<file path="config.mk">
export PLATFORM = sky130hd
export DESIGN_NAME = route_arbiter
export DESIGN_NICKNAME = d
export VERILOG_FILES = /design/src/rtl/route_arbiter.sv
export SDC_FILE = /design/constraint.sdc
export NUM_CORES = 1
export LEC_CHECK = 0
export ABC_AREA = 1
export ABC_CLOCK_PERIOD_IN_PS = 2500
export CAP_MARGIN = 20
export CORE_MARGIN = 2
export CORE_UTILIZATION = 49
export DETAILED_ROUTE_END_ITERATION = 6
export PLACE_DENSITY = 0.81
export SLEW_MARGIN = 30
export SYNTH_ARGS = -nofsm -noshare
export SYNTH_HDL_FRONTEND = slang
export SYNTH_SLANG_ARGS = --single-unit
</file>
<file path="constraint.sdc">
create_clock -name clk -period 2.5 [get_ports clk]
set_clock_uncertainty 0.1 [all_clocks]
set_input_delay 0.375 -clock clk [delete_from_list [all_inputs] [get_ports clk]]
set_output_delay 0.375 -clock clk [all_outputs]
set_load 0.01 [all_outputs]
</file>
<file path="src/rtl/route_arbiter.sv">
// route_arbiter: per-port round-robin arbitration of x/y/local flits into 4 output slots with registered fail vector.
// Optional starvation priority is built in when ROUTE_ARB_STARVE_GUARD_EN is defined.
module route_arbiter #(
  parameter int DATA_W = 40,
  parameter int MAX_FAIL = 7,
  parameter int CNT_W = 3
) (
  input  logic                clk,
  input  logic                rst_n,
  input  logic                req_x,
  input  logic                req_y,
  input  logic                req_local,
  input  logic [1:0]          dst_x,
  input  logic [1:0]          dst_y,
  input  logic [1:0]          dst_local,
  input  logic [DATA_W-1:0]   din_x,
  input  logic [DATA_W-1:0]   din_y,
  input  logic [DATA_W-1:0]   din_local,
  output logic                gnt_x,
  output logic                gnt_y,
  output logic                gnt_local,
  output logic [2:0]          fail,
  output logic [3:0]          out_valid,
  input  logic [3:0]          out_ready,
  output logic [4*DATA_W-1:0] dout,
  output logic [15:0]         fail_cnt,
  output logic [2:0]          starve
);
  logic [2:0] req, gnt, starving;
  logic [1:0] rr [4];
  logic [2:0] win [4];
  logic [3:0] free;
  if (CNT_W < $clog2(MAX_FAIL + 1)) begin : g_cnt_w_check
    $error("CNT_W cannot hold MAX_FAIL");
  end
  // rotate so the pointed-at source is searched first, then rotate the one-hot result back
  function automatic logic [2:0] rr_pick(input logic [2:0] c, input logic [1:0] ptr);
    logic [5:0] d;
    logic [2:0] r;
    d = {c, c} >> ptr;
    r = d[0] ? 3'b001 : d[1] ? 3'b010 : d[2] ? 3'b100 : 3'b000;
    return ptr == 2'd1 ? {r[1:0], r[2]} : ptr == 2'd2 ? {r[0], r[2:1]} : r;
  endfunction
  assign req = {req_local, req_y, req_x};
  assign free = ~out_valid | out_ready;
  always_comb begin
    logic [2:0] cand, hot;
    for (int p = 0; p < 4; p++) begin
      cand = req & {dst_local == 2'(p), dst_y == 2'(p), dst_x == 2'(p)};
      hot = cand & starving;
      win[p] = !free[p] ? 3'b000 : |hot ? (hot & -hot) : rr_pick(cand, rr[p]);
    end
  end
  assign gnt = rst_n ? 3'b000 : win[0] | win[1] | win[2] | win[3];
  assign {gnt_local, gnt_y, gnt_x} = gnt;
  always_ff @(posedge clk) begin
    if (rst_n) begin
      out_valid <= '0;
      dout <= '0;
      fail <= '0;
      fail_cnt <= '0;
      for (int p = 0; p < 4; p++) rr[p] <= 2'd0;
    end else begin
      for (int p = 0; p < 4; p++) begin
        if (|win[p]) begin
          out_valid[p] <= 1'b1;
          dout[p*DATA_W +: DATA_W] <= win[p][1] ? din_y : win[p][2] ? din_local : din_x;
          rr[p] <= win[p][0] ? 2'd1 : win[p][1] ? 2'd2 : 2'd0;
        end else if (free[p]) begin
          out_valid[p] <= 1'b0;
        end
      end
      fail <= req & ~gnt;
      if (|fail && ~&fail_cnt) fail_cnt <= fail_cnt + 16'd1;
    end
  end
`ifdef ROUTE_ARB_STARVE_GUARD_EN
  localparam logic [CNT_W-1:0] LIMIT = CNT_W'(MAX_FAIL);
  logic [CNT_W-1:0] cnt [3];
  always_ff @(posedge clk)
    for (int s = 0; s < 3; s++)
      cnt[s] <= rst_n || gnt[s] ? '0 : req[s] && cnt[s] < LIMIT ? cnt[s] + 1'b1 : cnt[s];
  always_comb begin
    starving = '0;
    for (int s = 0; s < 3; s++) starving[s] = cnt[s] >= LIMIT;
  end
`else
  assign starving = 3'b000;
`endif
  assign starve = starving;
endmodule

</file>
## Word level (Yosys, flattened, before mapping)

Memory sizes are Yosys's and may differ from the RTL's.
Cells that the tools add are included.

| word-level totals | value |
|---|---|
| flip-flop bits (word level) | 183 |
| latch bits | 0 |
| RAM bits | 8 |
| ROM bits | 0 |
| word-level logic and storage cells | 130 |
| memories kept | 1 |

Memory list:

| memory | words | bits a word | read ports | clocked after Yosys merged registers in | wr ports | RTL line | RTL |
|---|---|---|---|---|---|---|---|
| rr | 4 | 2 | 4 | 0 | 4 | 30 | `logic [1:0] rr [4];` |

| operators by class | value |
|---|---|
| add/subtract/negate cells | 1 |
| multiply operators | 0 |
| div/mod/pow operators | 0 |
| $lt $le $gt $ge | 0 |
| eq/ne operators | 17 |
| shifts and indexed selects | 4 |
| muxes and demuxes | 67 |
| bitwise operators | 15 |
| reduce and logical (&&, ||, !) cells | 15 |

Operators with widths:

| cell | number |
|---|---|
| $mux W40 | 8 |
| $mux W3 | 25 |
| $mux W2 | 12 |
| $shr A6 B2 Y3 | 4 |
| $mux W1 | 22 |
| $eq A2 B2 Y1 const B | 10 |
| $add A16 B1 Y16 const B | 1 |
| $reduce_and A16 Y1 | 1 |
| $and A3 B3 Y3 | 5 |
| $reduce_or A3 Y1 | 5 |
| $eq A2 B1 Y1 const B | 7 |
| $or A3 B3 Y3 | 3 |
| $reduce_bool A2 Y1 | 4 |
| $logic_not A2 Y1 | 3 |
| $not A4 Y4 | 1 |
| $or A1 B1 Y1 | 4 |
| $or A4 B4 Y4 | 1 |
| $not A3 Y3 | 1 |
| $logic_and A1 B1 Y1 | 1 |
| $logic_not A1 Y1 | 1 |

## Longest topological paths before layout

| depth | value |
|---|---|
| word-level depth | 15 |
| gate-level depth with buffers | 17 |

## Worst setup path before layout

Ideal clock, no wire load.

| timing | value |
|---|---|
| path type | input port to output port |
| from | in req_x |
| to | out gnt_local |
| data arrival time | 1.752 ns |
| path slack | 0.273 ns |
| stages on the path | 12 |
| path through | buf_2 > nand3_1 > nand2_1 > nand2_1 > nand2_1 > nand2_1 > nand2_1 > a21oi_4 > nand2_2 > clkbuf_1 > nand4_1 > and2_1 |

| on the way | value |
|---|---|
| cells in the longest elaborated chain, start to end | 12 |
| elaborated cells between the ends (all ways) | 36 |
| classes of those cells | 4 x shift; 25 x mux; 7 x bitwise |

Ends and longest elaborated chain:

| item | RTL line | RTL |
|---|---|---|
| start, declared | 10 | `input logic req_x,` |
| $and A3 B3 Y3 | 49 | `cand = req & {dst_local == 2'(p), dst_y == 2'(p), dst_x == 2'(p)};` |
| $shr A6 B2 Y3 | 40 | `d = {c, c} >> ptr;` |
| $mux W3 (3 in series) | 41 | `r = d[0] ? 3'b001 : d[1] ? 3'b010 : d[2] ? 3'b100 : 3'b000;` |
| $mux W3 (2 in series) | 42 | `return ptr == 2'd1 ? {r[1:0], r[2]} : ptr == 2'd2 ? {r[0], r[2:1]} : r;` |
| $mux W3 | 51 | `win[p] = !free[p] ? 3'b000 : \|hot ? (hot & -hot) : rr_pick(cand, rr[p]);` |
| $or A3 B3 Y3 (2 in series) | 54 | `assign gnt = rst_n ? 3'b000 : win[0] \| win[1] \| win[2] \| win[3];` |
| $or A3 B3 Y3 (*) | 54 |  |
| $mux W3 (*) | 54 |  |
| end, declared | 21 | `output logic gnt_local,` |

Every way passes the cells marked *; elsewhere a longest branch is shown, timed or not.

==> impl_metrics.py <==
metrics = {
    "cts": {
        "cts.clk_slew.worst_paths_ns": 0.08,
        "htree_num_levels": 4,
        "insertion_delay_ns": 0.44,
        "clock_sink_count": 191,
        "cts_tree": "built",
        "cts_made_buffers": 17,
        "max-clock-path-buffers": 2,
        "ctsRootBufferMaster": "clkbuf_16",
    },
    "timing": {
        "fin_hold_ws_ns": 0.353,
        "layout_worst_path_cycle_share_pct": 109,
        "final-hold-violation-count": 0,
        "timing.final.setup_violations": 46,
        "grt_setup_unrepaired": "yes",
        "max-slew-margin-rel_pct": 60.9,
        "max_slew.worst_pin.slew_ns": 0.586,
        "timing.fmax_mhz": 368,
        "final-max-slew-violation-count": 0,
        "min_period_ns": 2.72,
        "fin_ws_ns": -0.220,
    },
    "finish": {
        "layout.nets": 2437,
        "drive_gt1_share_pct": 8.69,
        "instances_no_fill": 2633,
        "fillerInstances": 2102,
        "layout_commonest_cell": "nand2_1",
        "area.growth.synth_to_final_pct": 42.0,
        "ff_latch_area_um2": 3900,
        "multiInputGateArea_um2": 6600,
        "insertedDiodeCount": 0,
        "mostFrequentLayoutCells": "nand2_1 (895), nand3_1 (392), clkdlybuf4s50_1 (308)",
        "final_design_area_no_fill_um2": 16500,
    },
    "die": {
        "fp.dieArea_um2": 25000,
        "design.portCount": 324,
        "die_w_um": 158,
        "fp.dieH_um": 158,
        "core.rowCount": 56,
        "effective_utilization_at_floorplan_pct": 49.6,
        "core_area_um2": 23400,
    },
    "placed_design": {
        "placed_area_um2": 15500,
        "placed_wire_length_estimate_um": 34400,
        "dp_slack_ns": -0.757,
        "numPlacedInstances": 2583,
        "gp_congestion": 1.01,
        "placement.io_buffers": 320,
    },
    "setup_path": {
        "critical_path_required_ns": 2.03,
        "worst_stage_delay_on_the_critical_path_ns": 0.42,
        "critPathMaxFanout": 5,
        "path_class": "reg2out",
        "slowest_stage_cell_on_the_critical_path": "edfxtp_1",
        "path_delay_family": "simple AND/OR/NAND/NOR gates",
        "crit_path_cell_trace": "inv_2 > nand4_1 > nand3_1 > nand2_1 > nand2_1 > nand2_1 > nor2_1 > nand2_1 > nand3_2 > nor2_2 > nor2_1 > buf_2",
        "path_common_cell": "nand2_1",
        "cp_data_arrival_time_ns": 2.24,
        "worstSetupEndpointType": "output pin",
        "cp_num_buf_inv": 2,
        "start_kind": "register",
    },
    "power": {
        "power_density_nw_per_um2": 1590,
        "ir_drop_uv": 1100,
        "leakage_power_nw": 8.23,
    },
    "routing": {
        "routed-wl-met2_um": 23000,
        "detailedRoute.firstIterationViolations": 2359,
        "drt_wl_total_um": 51200,
        "wirelength_met1_um": 18300,
        "vias": 15500,
        "maxUsedRoutingLayer": "met5",
        "antenna_violating_nets_post_route": 0,
        "detail_route.first_pass.iterations": 7,
        "drcViolationCount": 10,
        "detail_route.vias_per_cell": 5.88,
        "route.met3.wl_um": 6620,
        "wl_per_cell_um": 19.4,
    },
    "logic_synthesis": {
        "yosysWarningCount": 0,
        "synth_area_per_cell_um2": 5.87,
        "netlist_area_um2": 11600,
        "yosys_register_bits": 191,
        "synth_cell_type_count": 38,
        "synth_seq_area_share_pct": 33.6,
        "syn_inst": 1980,
    },
    "outcome": {
        "result_of_the_run": "finished with violations",
        "failing_checks": "design-rule violations, negative setup slack",
    },
    "global_route": {
        "global_route_wire_length_before_repair_um": 76400,
        "first_global_vias": 14400,
        "grt_remaining_overflow": 0,
        "global_route.usage.total_pct": 39.2,
        "maximum_number_of_pins_on_one_net_before_global_route_repair": 43,
        "antenna_found_initial": 1,
    },
    "flow_run": {
        "drv_cap": 0,
    },
    "min_path": {
        "type_of_the_worst_min_delay_path": "reg2reg",
    },
}
metal layers:
metal,GRT usage (%),vias to the layer above
met2,63.3,1255
li1,-,6939
met5,0,-
met1,46.9,6991
met4,24.4,2
met3,9.47,290
flip-flops by register name, indices dropped and copies added, names as in the netlist:
| register | count |
|---|---|
| fail | 3 |
| out_valid | 4 |
| dout | 160 |
| rr | 8 |
| fail_cnt | 16 |
final timing paths:
check                 from  endpoint  slack [ns]  cells after the start
setup / recovery  rr[0][0]     gnt_x       -0.22                     12
hold / removal    dout[41]  dout[41]        0.35                      2
setup reg to reg  rr[0][0]  dout[25]       -0.08                     12
hold reg to reg   dout[41]  dout[41]        0.35                      2
worst min-delay path, cell delays in order (launching register included):
cell and delay [ns]:
dfxtp_1 0.32, nand2_1 0.06, nand2_1 0.04
through the flow:
step | setup TNS, ns | utilization [%] | total power, mW
after global routing | -12.81 | 70.5 | 27.6
after floorplan | 0 | - | 14.6
after CTS | -2.59 | 69.2 | 24.7
after global placement | -105.82 | 66.2 | 21.3
after detailed placement | -105.89 | 66.3 | 21.6
final | -1.67 | 70.5 | 26.2
report_power, final:
group | switching, mW | leakage (nW) | internal, mW
clock | 1.44 | 0.281 | 1.34
sequential | 0.709 | 1.60 | 4.22
combinational | 11.6 | 6.35 | 6.85
synthesized netlist by cell type, drive strengths merged:
master | number | area share, %
o21ai | 12 | 0.52
inv | 170 | 5.5
buf | 81 | 3.8
nand3 | 405 | 18
o21bai | 1 | 0.065
nor4 | 2 | 0.11
nand4 | 59 | 3.2
and3 | 2 | 0.11
o21a | 1 | 0.065
nor2 | 51 | 1.8
o31ai | 1 | 0.065
nor3 | 7 | 0.30
and2 | 5 | 0.27
or2 | 1 | 0.054
ha | 1 | 0.11
nand2 | 906 | 29
conb | 1 | 0.032
clkbuf | 49 | 1.6
clkinv | 2 | 0.065
o211ai | 3 | 0.19
nor3b | 1 | 0.065
a211oi | 1 | 0.065
dfxtp | 183 | 32
xnor2 | 1 | 0.075
edfxtp | 8 | 2.1
xor2 | 1 | 0.075
a21oi | 25 | 1.3
kinds of logic after synthesis:
logic type               Yosys count  synth area share, %
XOR/XNOR                           2                0.151
AND/OR/NAND/NOR                 1439                 53.0
buffers and inverters            302                 10.9
adder cells (fa/ha/maj)            1                0.108
flip-flops                       191                 33.6
AO/OA/AOI/OAI                     44                 2.24
other                              1               0.0323
final cells by class:
type	instances	share of cell area [%]
flip-flops and latches	191	23.7
clock inverters	13	0.887
multi-input cells	1489	40.0
inverters	172	3.91
repair buffers	430	26.5
well taps	319	2.42
clock buffers	19	2.62
what timing repair did:
| item | in CTS | in global routing |
|---|---|---|
| resized for setup | 46 | 27 |
| pin swaps | 12 | 14 |
| hold buffers | 0 | 0 |
| setup buffers | 5 | 8 |
| gates cloned | 0 | 5 |
| endpoints found under the setup margin | 131 | 172 |
(Power assumes the default switching activity.)
